--- config.mk ---
export PLATFORM = sky130hd
export DESIGN_NAME = mips_mc_control
export DESIGN_NICKNAME = d
export VERILOG_FILES = /design/src/rtl/mips_mc_pkg.sv /design/src/rtl/mips_mc_outdec.sv /design/src/rtl/mips_mc_control.sv
export SDC_FILE = /design/constraint.sdc
export NUM_CORES = 1
export LEC_CHECK = 0
export BUFFER_PORTS_ARGS = -buffer_cell sky130_fd_sc_hd__buf_2
export CAP_MARGIN = 20
export CORE_MARGIN = 4
export CORE_UTILIZATION = 30
export DETAILED_ROUTE_END_ITERATION = 8
export PLACE_DENSITY = 0.63
export REMOVE_ABC_BUFFERS = 1
export SLEW_MARGIN = 20
export SYNTH_ARGS = -nofsm -noshare
export SYNTH_HDL_FRONTEND = slang
export SYNTH_HIERARCHICAL = 1
export SYNTH_SLANG_ARGS = --single-unit
--- constraint.sdc ---
create_clock -name CLK -period 1.8 [get_ports CLK]
set_clock_uncertainty 0.2 [all_clocks]
set_input_delay 0.09 -clock CLK [delete_from_list [all_inputs] [get_ports CLK]]
set_output_delay 0.09 -clock CLK [all_outputs]
set_load 0.01 [all_outputs]
--- src/rtl/mips_mc_pkg.sv ---
// Shared constants for the multicycle MIPS main control FSM: state codes,
// opcodes and the datapath mux/ALU encodings.
package mips_mc_pkg;

  // State codes (visible on the STATE debug port, so they are fixed values)
  localparam logic [3:0] StInit   = 4'd0;
  localparam logic [3:0] StFetch  = 4'd1;
  localparam logic [3:0] StDecode = 4'd2;
  localparam logic [3:0] StMemAdr = 4'd3;
  localparam logic [3:0] StMemRd  = 4'd4;
  localparam logic [3:0] StMemWb  = 4'd5;
  localparam logic [3:0] StMemWr  = 4'd6;
  localparam logic [3:0] StRExe   = 4'd7;
  localparam logic [3:0] StRWb    = 4'd8;
  localparam logic [3:0] StBeqEx  = 4'd9;
  localparam logic [3:0] StAddiEx = 4'd10;
  localparam logic [3:0] StAddiWb = 4'd11;
  localparam logic [3:0] StJEx    = 4'd12;

  // Opcodes from IR[31:26]
  localparam logic [5:0] OpRtype = 6'b000000;
  localparam logic [5:0] OpLw    = 6'b100011;
  localparam logic [5:0] OpSw    = 6'b101011;
  localparam logic [5:0] OpBeq   = 6'b000100;
  localparam logic [5:0] OpAddi  = 6'b001000;
  localparam logic [5:0] OpJ     = 6'b000010;

  // ALUOP encodings
  localparam logic [1:0] AluAdd   = 2'b00;
  localparam logic [1:0] AluSub   = 2'b01;
  localparam logic [1:0] AluFunct = 2'b10;

  // ALUSRCB encodings
  localparam logic [1:0] SrcbB     = 2'b00;
  localparam logic [1:0] SrcbFour  = 2'b01;
  localparam logic [1:0] SrcbImm   = 2'b10;
  localparam logic [1:0] SrcbImmSh = 2'b11;

  // PCSOURCE encodings
  localparam logic [1:0] PcsrcAlu    = 2'b00;
  localparam logic [1:0] PcsrcAluOut = 2'b01;
  localparam logic [1:0] PcsrcJump   = 2'b10;

endpackage

--- src/rtl/mips_mc_outdec.sv ---
// Moore output decoder: maps the current state code to the full datapath
// control vector. Purely combinational.
module mips_mc_outdec
  import mips_mc_pkg::*;
(
  input  logic [3:0] state,
  output logic       pc_write,
  output logic       pc_write_cond,
  output logic       i_or_d,
  output logic       mem_read,
  output logic       mem_write,
  output logic       ir_write,
  output logic       mem_to_reg,
  output logic       reg_dst,
  output logic       reg_write,
  output logic       alu_src_a,
  output logic [1:0] alu_src_b,
  output logic [1:0] alu_op,
  output logic [1:0] pc_source
);

  // Every control defaults low; each state raises only what it needs
  always_comb begin
    pc_write      = 1'b0;
    pc_write_cond = 1'b0;
    i_or_d        = 1'b0;
    mem_read      = 1'b0;
    mem_write     = 1'b0;
    ir_write      = 1'b0;
    mem_to_reg    = 1'b0;
    reg_dst       = 1'b0;
    reg_write     = 1'b0;
    alu_src_a     = 1'b0;
    alu_src_b     = SrcbB;
    alu_op        = AluAdd;
    pc_source     = PcsrcAlu;
    case (state)
      StFetch: begin
        mem_read  = 1'b1;
        ir_write  = 1'b1;
        alu_src_b = SrcbFour;
        pc_write  = 1'b1;
      end
      StDecode: alu_src_b = SrcbImmSh;
      StMemAdr, StAddiEx: begin
        alu_src_a = 1'b1;
        alu_src_b = SrcbImm;
      end
      StMemRd: begin
        mem_read = 1'b1;
        i_or_d   = 1'b1;
      end
      StMemWr: begin
        mem_write = 1'b1;
        i_or_d    = 1'b1;
      end
      StMemWb: begin
        reg_write  = 1'b1;
        mem_to_reg = 1'b1;
      end
      StRExe: begin
        alu_src_a = 1'b1;
        alu_op    = AluFunct;
      end
      StRWb: begin
        reg_write = 1'b1;
        reg_dst   = 1'b1;
      end
      StAddiWb: reg_write = 1'b1;
      StBeqEx: begin
        alu_src_a     = 1'b1;
        alu_op        = AluSub;
        pc_write_cond = 1'b1;
        pc_source     = PcsrcAluOut;
      end
      StJEx: begin
        pc_write  = 1'b1;
        pc_source = PcsrcJump;
      end
      default: ;
    endcase
  end

endmodule

--- src/rtl/mips_mc_control.sv ---
// Main control FSM of the multicycle MIPS datapath: state register, opcode
// driven next-state logic, sticky illegal-opcode flag and retired counter.
module mips_mc_control
  import mips_mc_pkg::*;
#(
  parameter int unsigned CNT_W = 16
) (
  input  logic             CLK,
  input  logic             RST,
  input  logic [5:0]       OPCODE,
  output logic             PCWRITE,
  output logic             PCWRITECOND,
  output logic             IORD,
  output logic             MEMREAD,
  output logic             MEMWRITE,
  output logic             IRWRITE,
  output logic             MEMTOREG,
  output logic             REGDST,
  output logic             REGWRITE,
  output logic             ALUSRCA,
  output logic [1:0]       ALUSRCB,
  output logic [1:0]       ALUOP,
  output logic [1:0]       PCSOURCE,
  output logic             ILLEGAL,
  output logic [CNT_W-1:0] RETIRED,
  output logic [3:0]       STATE
);

  logic [3:0]       state_q, state_d;
  logic             illegal_q, illegal_set;
  logic [CNT_W-1:0] retired_q;
  logic             retire;

  // Next state, plus the retire / illegal-opcode events for this edge
  always_comb begin
    state_d     = StInit;
    retire      = 1'b0;
    illegal_set = 1'b0;
    case (state_q)
      StInit:  state_d = StFetch;
      StFetch: state_d = StDecode;
      StDecode: begin
        case (OPCODE)
          OpLw, OpSw: state_d = StMemAdr;
          OpRtype:    state_d = StRExe;
          OpBeq:      state_d = StBeqEx;
          OpAddi:     state_d = StAddiEx;
          OpJ:        state_d = StJEx;
          default: begin
            state_d     = StFetch;
            illegal_set = 1'b1;
          end
        endcase
      end
      StMemAdr: begin
        // Opcode is held in IR, so it is still LW or SW here; anything else
        // abandons the instruction without retiring it.
        if (OPCODE == OpLw)      state_d = StMemRd;
        else if (OPCODE == OpSw) state_d = StMemWr;
        else                     state_d = StFetch;
      end
      StMemRd:  state_d = StMemWb;
      StRExe:   state_d = StRWb;
      StAddiEx: state_d = StAddiWb;
      StMemWb, StMemWr, StRWb, StAddiWb, StBeqEx, StJEx: begin
        state_d = StFetch;
        retire  = 1'b1;
      end
      default: state_d = StInit;
    endcase
  end

  // State, sticky flag and counter; reset aborts any in-flight instruction
  always_ff @(posedge CLK) begin
    if (RST) begin
      state_q   <= StInit;
      illegal_q <= 1'b0;
      retired_q <= '0;
    end else begin
      state_q <= state_d;
      if (illegal_set) illegal_q <= 1'b1;
      if (retire)      retired_q <= retired_q + CNT_W'(1);
    end
  end

  mips_mc_outdec u_outdec (
    .state         (state_q),
    .pc_write      (PCWRITE),
    .pc_write_cond (PCWRITECOND),
    .i_or_d        (IORD),
    .mem_read      (MEMREAD),
    .mem_write     (MEMWRITE),
    .ir_write      (IRWRITE),
    .mem_to_reg    (MEMTOREG),
    .reg_dst       (REGDST),
    .reg_write     (REGWRITE),
    .alu_src_a     (ALUSRCA),
    .alu_src_b     (ALUSRCB),
    .alu_op        (ALUOP),
    .pc_source     (PCSOURCE)
  );

  assign ILLEGAL = illegal_q;
  assign RETIRED = retired_q;
  assign STATE   = state_q;

endmodule

==> results of run 1 <==
stage by stage:
stage	setup TNS [ps]	area, um2	power (uW)
final	-277	1900	916
after global routing	-1330	1900	967
after CTS	-317	1890	935
after detailed placement	-428	1830	616
after global placement	-86.7	1830	614
after floorplan	-9950	1360	559
registers in the layout (all words and copies together), names as in the netlist:
name     cells
ILLEGAL      1
STATE        4
RETIRED     16
layout by cell type (no fill, tap or decap), drive strengths merged, types with 2 or more instances in the layout:
cell type and n:
nor3 4, inv 5, xor2 3, a21oi 18, and3b 3, buf 67
nor2 8, nor3b 2, dfxtp 21, and4bb 5, or3 10, o31ai 7
and3 3, nand4 4, nand3 7, and4 2, nor4b 4, xnor2 2
o21ai 11, or4 7, a31oi 2, nand3b 2, nand2b 2, nand2 9
a21boi 2, clkbuf 3, and4b 2
path summary, 6_finish.rpt:
check / cells past startpoint / to / startpoint
min reg2reg: 2 / ILLEGAL / ILLEGAL
min: 3 / ILLEGAL / OPCODE[4]
max reg2reg: 5 / RETIRED[7] / STATE[0]
max: 5 / RETIRED[7] / STATE[0]
cells by family after synthesis:
group                    Yosys count
buffers and inverters             19
adder cells (fa/ha/maj)            1
AND/OR/NAND/NOR                   79
multiplexers                       1
XOR/XNOR                           5
flip-flops                        21
AO/OA/AOI/OAI                     50
repair_timing:
item,in CTS,in global routing
gates resized for setup,5,4
buffers inserted,0,0
pin swaps,2,5
setup endpoints to repair,15,16
power by group through the flow:
stage	registers, uW	clock network, uW	logic (uW)
2_1_floorplan	502	0	56.5
3_3_place_gp	486	0	128
3_5_place_dp	487	0	129
4_1_cts	477	327	131
5_1_grt	478	343	146
6_report	477	309	130
final cells by class:
cell class,instances,area share [%]
repair buffers,67,21.7
clock buffers,3,2.17
multi-input cells,136,49.0
well taps,54,3.55
inverters,5,0.986
clock inverters,1,0.263
flip-flops and latches,21,22.3
worst max-delay path, stage by stage, from the launching register on:
cell and delay [ps]:
dfxtp_2 360, and4bb_2 330, o41ai_2 80, buf_4 170, or4_1 500, a21oi_1 140
metal layers:
metal | up-vias | track usage, % | wire length (um) | share of wire, %
met2 | 24 | 22.1 | 1820 | 51
met3 | 2 | 2.44 | 116 | 3.2
met5 | - | 0 | 0 | 0
met1 | 711 | 13.5 | 1630 | 45
li1 | 786 | - | - | -
met4 | 0 | 3.20 | 21 | 0.58
==> out/metrics.csv, run 1 <==
stage,metric,value,unit
status,status,"finished, violations left",
status,failing checks,setup timing,
timing,Final period util,103,%
timing,Final Critical Period,1860,ps
pwr,sequential share of power,52.0,%
synth,post-synthesis compound-gate area fraction,21.9,%
synth,post-synthesis sequential area ratio,29.0,%
synth,"count leader, synth",dfxtp_1,
global_routing,vias in the first global route,1405,
floorplan,Die H,77.5,um
synth,synthesized cell area,1450,um2
detailed_routing,drt initial violations,92,
placement,PortBufs,44,
critical_path,Crit Path Category,reg2reg,
pwr,Psw,234,uW
min_path,min-delay worst type,in2reg,
final_layout,multi-input combinational cell area,933,um2
pwr,Comb pwr share,14.2,%
timing,endpoints failing setup,10,
synth,Async SR Flop Fraction,0,%
timing,unrepaired setup endpoints after global routing,yes,
floorplan,core area,4690,um2
synth,Synth Area per Inst,8.23,um2
timing,Final Hold Fails,0,
synth,largest family of logic cells by synthesized area,simple AND/OR/NAND/NOR gates,
synth,Yosys cell types,51,
critical_path,CP max FO,12,
global_routing,Overflow after GRT,0,
floorplan,Die Wd,77.5,um
critical_path,Critical Path AT,1850,ps
critical_path,flop2flop setup slack,-60,ps
detailed_routing,ANT nets after route,0,
clock_tree,# hold bufs at CTS,0,
pwr,P per Cell Area,481,nW/um2
global_routing,Total GRT Usage,11.8,%
synth,Synth Area in Adders,0.864,%
synth,"Primary FF master, synth",dfxtp_1,
synth,top cell type's share of synthesized area,29.0,%
global_routing,initial antenna violation count,0,
critical_path,CP startpoint kind,register,
timing,Worst-Margin Slew,370,ps
global_routing,largest net degree at the start of global routing,28,
detailed_routing,Total Routed Length,3590,um
synth,top post-synthesis cells by area,"dfxtp_1, a21oi_1, or3_1",
clock_tree,TritonCTS clock tree,built,
final_layout,net total in the final layout,243,
detailed_routing,average routed wire per standard cell,12.5,um
final_layout,Post-Layout Cell Count,287,
timing,Final Max Tran Viols,0,
global_routing,first-pass GRT wire length,6060,um
synth,mux share of post-synthesis cell area,0.691,%
clock_tree,H-Tree Depth,1,
placement,worst slack at placement,-68.9,ps
final_layout,Final Util,40.6,%
detailed_routing,vias,1523,
synth,dominant cell type by area after synthesis,dfxtp_1,
placement,hpwl dp,2690,um
pwr,Sw Share,25.6,%
pwr,leak pwr,0.000830,uW
detailed_routing,Via density,5.31,
timing,Min Hold Slack,5.27,ps
timing,final worst setup slack,-61.9,ps
floorplan,I/O pin total,45,
detailed_routing,First-pass DRT Iterations,4,
placement,GP Congestion,0.754,
pwr,VDD IR max,0.280,mV
final_layout,share of layout cells above drive strength 1,36.1,%
placement,placed cell count,283,
clock_tree,Root Buffer,clkbuf_8,
timing,fmax,0.537,GHz
synth,Ys Warns,6,
floorplan,row cnt,25,
synth,"flops & latches, synth",21,
critical_path,crit end category,register,
clock_tree,clock slew at reported path FFs,80,ps
final_layout,P&R area growth vs syn,31.4,%
synth,Synth Area in Simple Gates,37.0,%
final_layout,Fill cells,511,
timing,normalized max-slew margin,75.0,%
synth,xor-xnor portion of the synthesized cell area,3.02,%
run,max-cap viol count,0,
detailed_routing,DRC Markers,0,
final_layout,Reg area,425,um2
clock_tree,cts bufs inserted,3,
clock_tree,clock sink count,21,
synth,Cells after Synth,176,
critical_path,CP required,1790,ps
synth,Post-synth EDFFs,0,
floorplan,Die ar.,6010,um2
clock_tree,Worst-Skew Late Latency,260,ps
pwr,clock share of power,33.7,%
floorplan,Starting Density,30.9,%
final_layout,Antenna diodes,0,
clock_tree,clock tree buffer depth,2,
pwr,Pint,681,uW
synth,synth cell count leaders,"dfxtp_1, a21oi_1, or3_1, nand2_1, nor2_1",
Note: power is estimated with default switching activity, not from simulation.
==> run 2: changes to the inputs <==
- CELL_PAD_IN_SITES_DETAIL_PLACEMENT: unset -> 1
- CELL_PAD_IN_SITES_GLOBAL_PLACEMENT: unset -> 2
- CORE_UTILIZATION: 30 -> 26
- CTS_BUF_LIST: unset -> sky130_fd_sc_hd__clkbuf_4 sky130_fd_sc_hd__clkbuf_8 sky130_fd_sc_hd__clkbuf_16
- PLACE_DENSITY: 0.63 -> 0.86
==> run 2 against run 1 <==
The run ends with hold timing, setup timing left. Die area increased by 14%. Clock-buffer cell count grew 1. Final cell count is 5.6% higher. Combinational power up 12%. Worst hold slack got worse by 7.8 ps. Total power rose by 3.9%. Core utilization shrank 2.0 points. Largest cell class unchanged.
==> out/metrics.csv, run 2 (synthesis gave the netlist of run 1 again) <==
stage,metric,value,unit,change
status,status,"finished, violations left",,unchanged
status,failing checks,"hold timing, setup timing",,was setup timing
detailed_routing,Total Routed Length,4500,um,was 3590 um
timing,Min Hold Slack,-2.56,ps,was 5.27 ps
floorplan,Starting Density,27.7,%,was 30.9%
clock_tree,H-Tree Depth,1,,unchanged
pwr,VDD IR max,0.297,mV,was 0.280 mV
placement,placed cell count,294,,was 283
final_layout,Post-Layout Cell Count,303,,was 287
timing,Worst-Margin Slew,414,ps,was 370 ps
critical_path,Critical Path AT,1870,ps,was 1850 ps
floorplan,Die ar.,6830,um2,was 6010 um2
critical_path,R2R depth,5,,unchanged
timing,final worst setup slack,-61.5,ps,was -61.9 ps
critical_path,Critical Path Start,STATE[0],,unchanged
critical_path,crit path max-delay cell type,or4_4,,was or4_1
floorplan,Die H,82.7,um,was 77.5 um
critical_path,buffer and inverter count on the worst path,1,,unchanged
timing,normalized max-slew margin,72.3,%,was 75.0%
critical_path,CP max FO,10,,was 12
clock_tree,cts bufs inserted,3,,unchanged
pwr,leak pwr,0.000854,uW,was 0.000830 uW
timing,endpoints failing setup,7,,was 10
detailed_routing,vias,1564,,was 1523
final_layout,multi-input combinational cell area,957,um2,was 933 um2
global_routing,initial antenna violation count,0,,unchanged
final_layout,Reg area,435,um2,was 425 um2
clock_tree,clock sink count,21,,unchanged
floorplan,core area,5240,um2,was 4690 um2
clock_tree,TritonCTS clock tree,built,,unchanged
clock_tree,Root Buffer,clkbuf_8,,unchanged
final_layout,Fill cells,645,,was 511
pwr,P per Cell Area,471,nW/um2,was 481 nW/um2
detailed_routing,DRC Markers,0,,unchanged
final_layout,max reg flops,16,,unchanged
detailed_routing,Via density,5.16,,was 5.31
final_layout,"commonest non-fill, non-tap cells in the layout","buf_2, dfxtp_1, a21oi_1, buf_4, or3_1",,"was buf_2, buf_4, dfxtp_1, a21oi_1, or3_1"
critical_path,reg2reg end,RETIRED[7],,unchanged
final_layout,share of layout cells above drive strength 1,37.8,%,was 36.1%
detailed_routing,First-pass DRT Iterations,4,,unchanged
critical_path,flop2flop setup slack,-60,ps,about the same
timing,Final Critical Period,1860,ps,about the same
global_routing,GRT met2 Usage,20.9,%,was 22.1%
min_path,HP Start,OPCODE[4],,unchanged
pwr,Tot Pwr,951,uW,was 916 uW
global_routing,grt met3 use,2.28,%,was 2.44%
global_routing,Overflow after GRT,0,,unchanged
critical_path,"CP delay by family, top",simple AND/OR/NAND/NOR gates,,unchanged
min_path,Hold Path Depth,3,,unchanged
detailed_routing,drt initial violations,54,,was 92
run,max-cap viol count,0,,unchanged
clock_tree,clock tree buffer depth,2,,unchanged
detailed_routing,ANT nets after route,0,,unchanged
min_path,min-delay worst type,in2reg,,unchanged
placement,hpwl dp,2980,um,was 2690 um
timing,unrepaired setup endpoints after global routing,yes,,unchanged
critical_path,Crit Path Category,reg2reg,,unchanged
critical_path,crit end category,register,,unchanged
critical_path,CP required,1810,ps,was 1790 ps
global_routing,grt met1 use,17.6,%,was 13.5%
critical_path,"Critical Path, Cell by Cell","and4bb_1, o41ai_2, buf_4, or4_4, a21oi_2",,"was and4bb_2, o41ai_2, buf_4, or4_1, a21oi_1"
global_routing,largest net degree at the start of global routing,28,,unchanged
clock_tree,clock slew at reported path FFs,80,ps,about the same
timing,Final Max Tran Viols,0,,unchanged
floorplan,row cnt,26,,was 25
placement,PortBufs,44,,unchanged
final_layout,net total in the final layout,243,,unchanged
global_routing,Total GRT Usage,13.0,%,was 11.8%
critical_path,slowest cell delay on critical path,510,ps,was 500 ps
min_path,Hold Crit Endpoint,ILLEGAL,,unchanged
detailed_routing,average routed wire per standard cell,14.8,um,was 12.5 um
clock_tree,Worst-Skew Late Latency,270,ps,was 260 ps
timing,Final period util,103,%,about the same
global_routing,busiest layer in global routing,met2,,unchanged
global_routing,vias in the first global route,1464,,was 1405
final_layout,P&R area growth vs syn,39.4,%,was 31.4%
floorplan,Die Wd,82.7,um,was 77.5 um
final_layout,Antenna diodes,0,,unchanged
critical_path,CP startpoint kind,register,,unchanged
placement,GP Congestion,0.782,,was 0.754
timing,Final Hold Fails,1,,was 0
floorplan,I/O pin total,45,,unchanged
global_routing,first-pass GRT wire length,6980,um,was 6060 um
timing,fmax,0.537,GHz,about the same
critical_path,reg-to-reg critical path startpoint,STATE[0],,unchanged
final_layout,"commonest non-fill, non-tap cell in the layout",buf_2,,unchanged
==> run 2: cell count changes in the layout (fill, tap and decap cells not counted), moves of 2 or more <==
cell,delta
buf_12,+2
a21oi_1,-2
a21oi_2,+2
dfxtp_2,-4
or4_4,+2
buf_4,-5
buf_8,+2
or4_1,-2
dfxtp_4,+4
==> run 2: worst reg2reg max path, cell delays in order (launching register included) <==
cell and delay [ps]:
dfxtp_4 370, and4bb_1 330, o41ai_2 90, buf_4 180
or4_4 520, a21oi_2 120
==> run 2: through the flow <==
step	setup slack (ps)	cell area, um2	setup TNS (ps)	util (%)
finish	-61.5	2020	-144	38.6
global route	-137	2020	-1320	38.6
CTS	-49.6	1960	-130	37.4
detailed placement	-83.3	1820	-454	34.7
global placement	-22.5	1820	-60.6	34.7
floorplan	-736	1360	-9950	-
==> run 2: area by class of cell <==
class                      count  area share, %
timing repair buffer          67           23.4
tap                           70           4.34
multi-input combinational    136           47.4
inverter                       5          0.929
sequential                    21           21.6
clock buffer                   4           2.42
==> run 2: worst max-delay path by stage <==
stage | endpoint | slack (ps) | depth (start not counted)
floorplan | RETIRED[1] | -740 | 4
global placement | RETIRED[11] | -20 | 5
detailed placement | RETIRED[11] | -80 | 5
CTS | RETIRED[7] | -50 | 5
global route | RETIRED[7] | -140 | 5
finish | RETIRED[7] | -60 | 5
==> run 2: layer usage <==
layer	part of all wire [%]	vias up
li1	-	784
met1	48	744
met2	47	29
met3	4.2	7
met4	1.4	0
met5	0	-
==> run 2: power by group <==
group | switching [uW] | internal [uW] | total, uW
Clock | 159 | 173 | 332
Sequential | 8.10 | 466 | 474
Combinational | 80.0 | 64.9 | 145
==> run 2: repair_timing <==
item | 4_1_cts | 5_1_grt
resized for setup | 17 | 11
hold buffers | 0 | 0
endpoints found under the setup margin | 15 | 18
pin swaps | 11 | 9
cloned | 2 | 0
setup buffers | 1 | 2
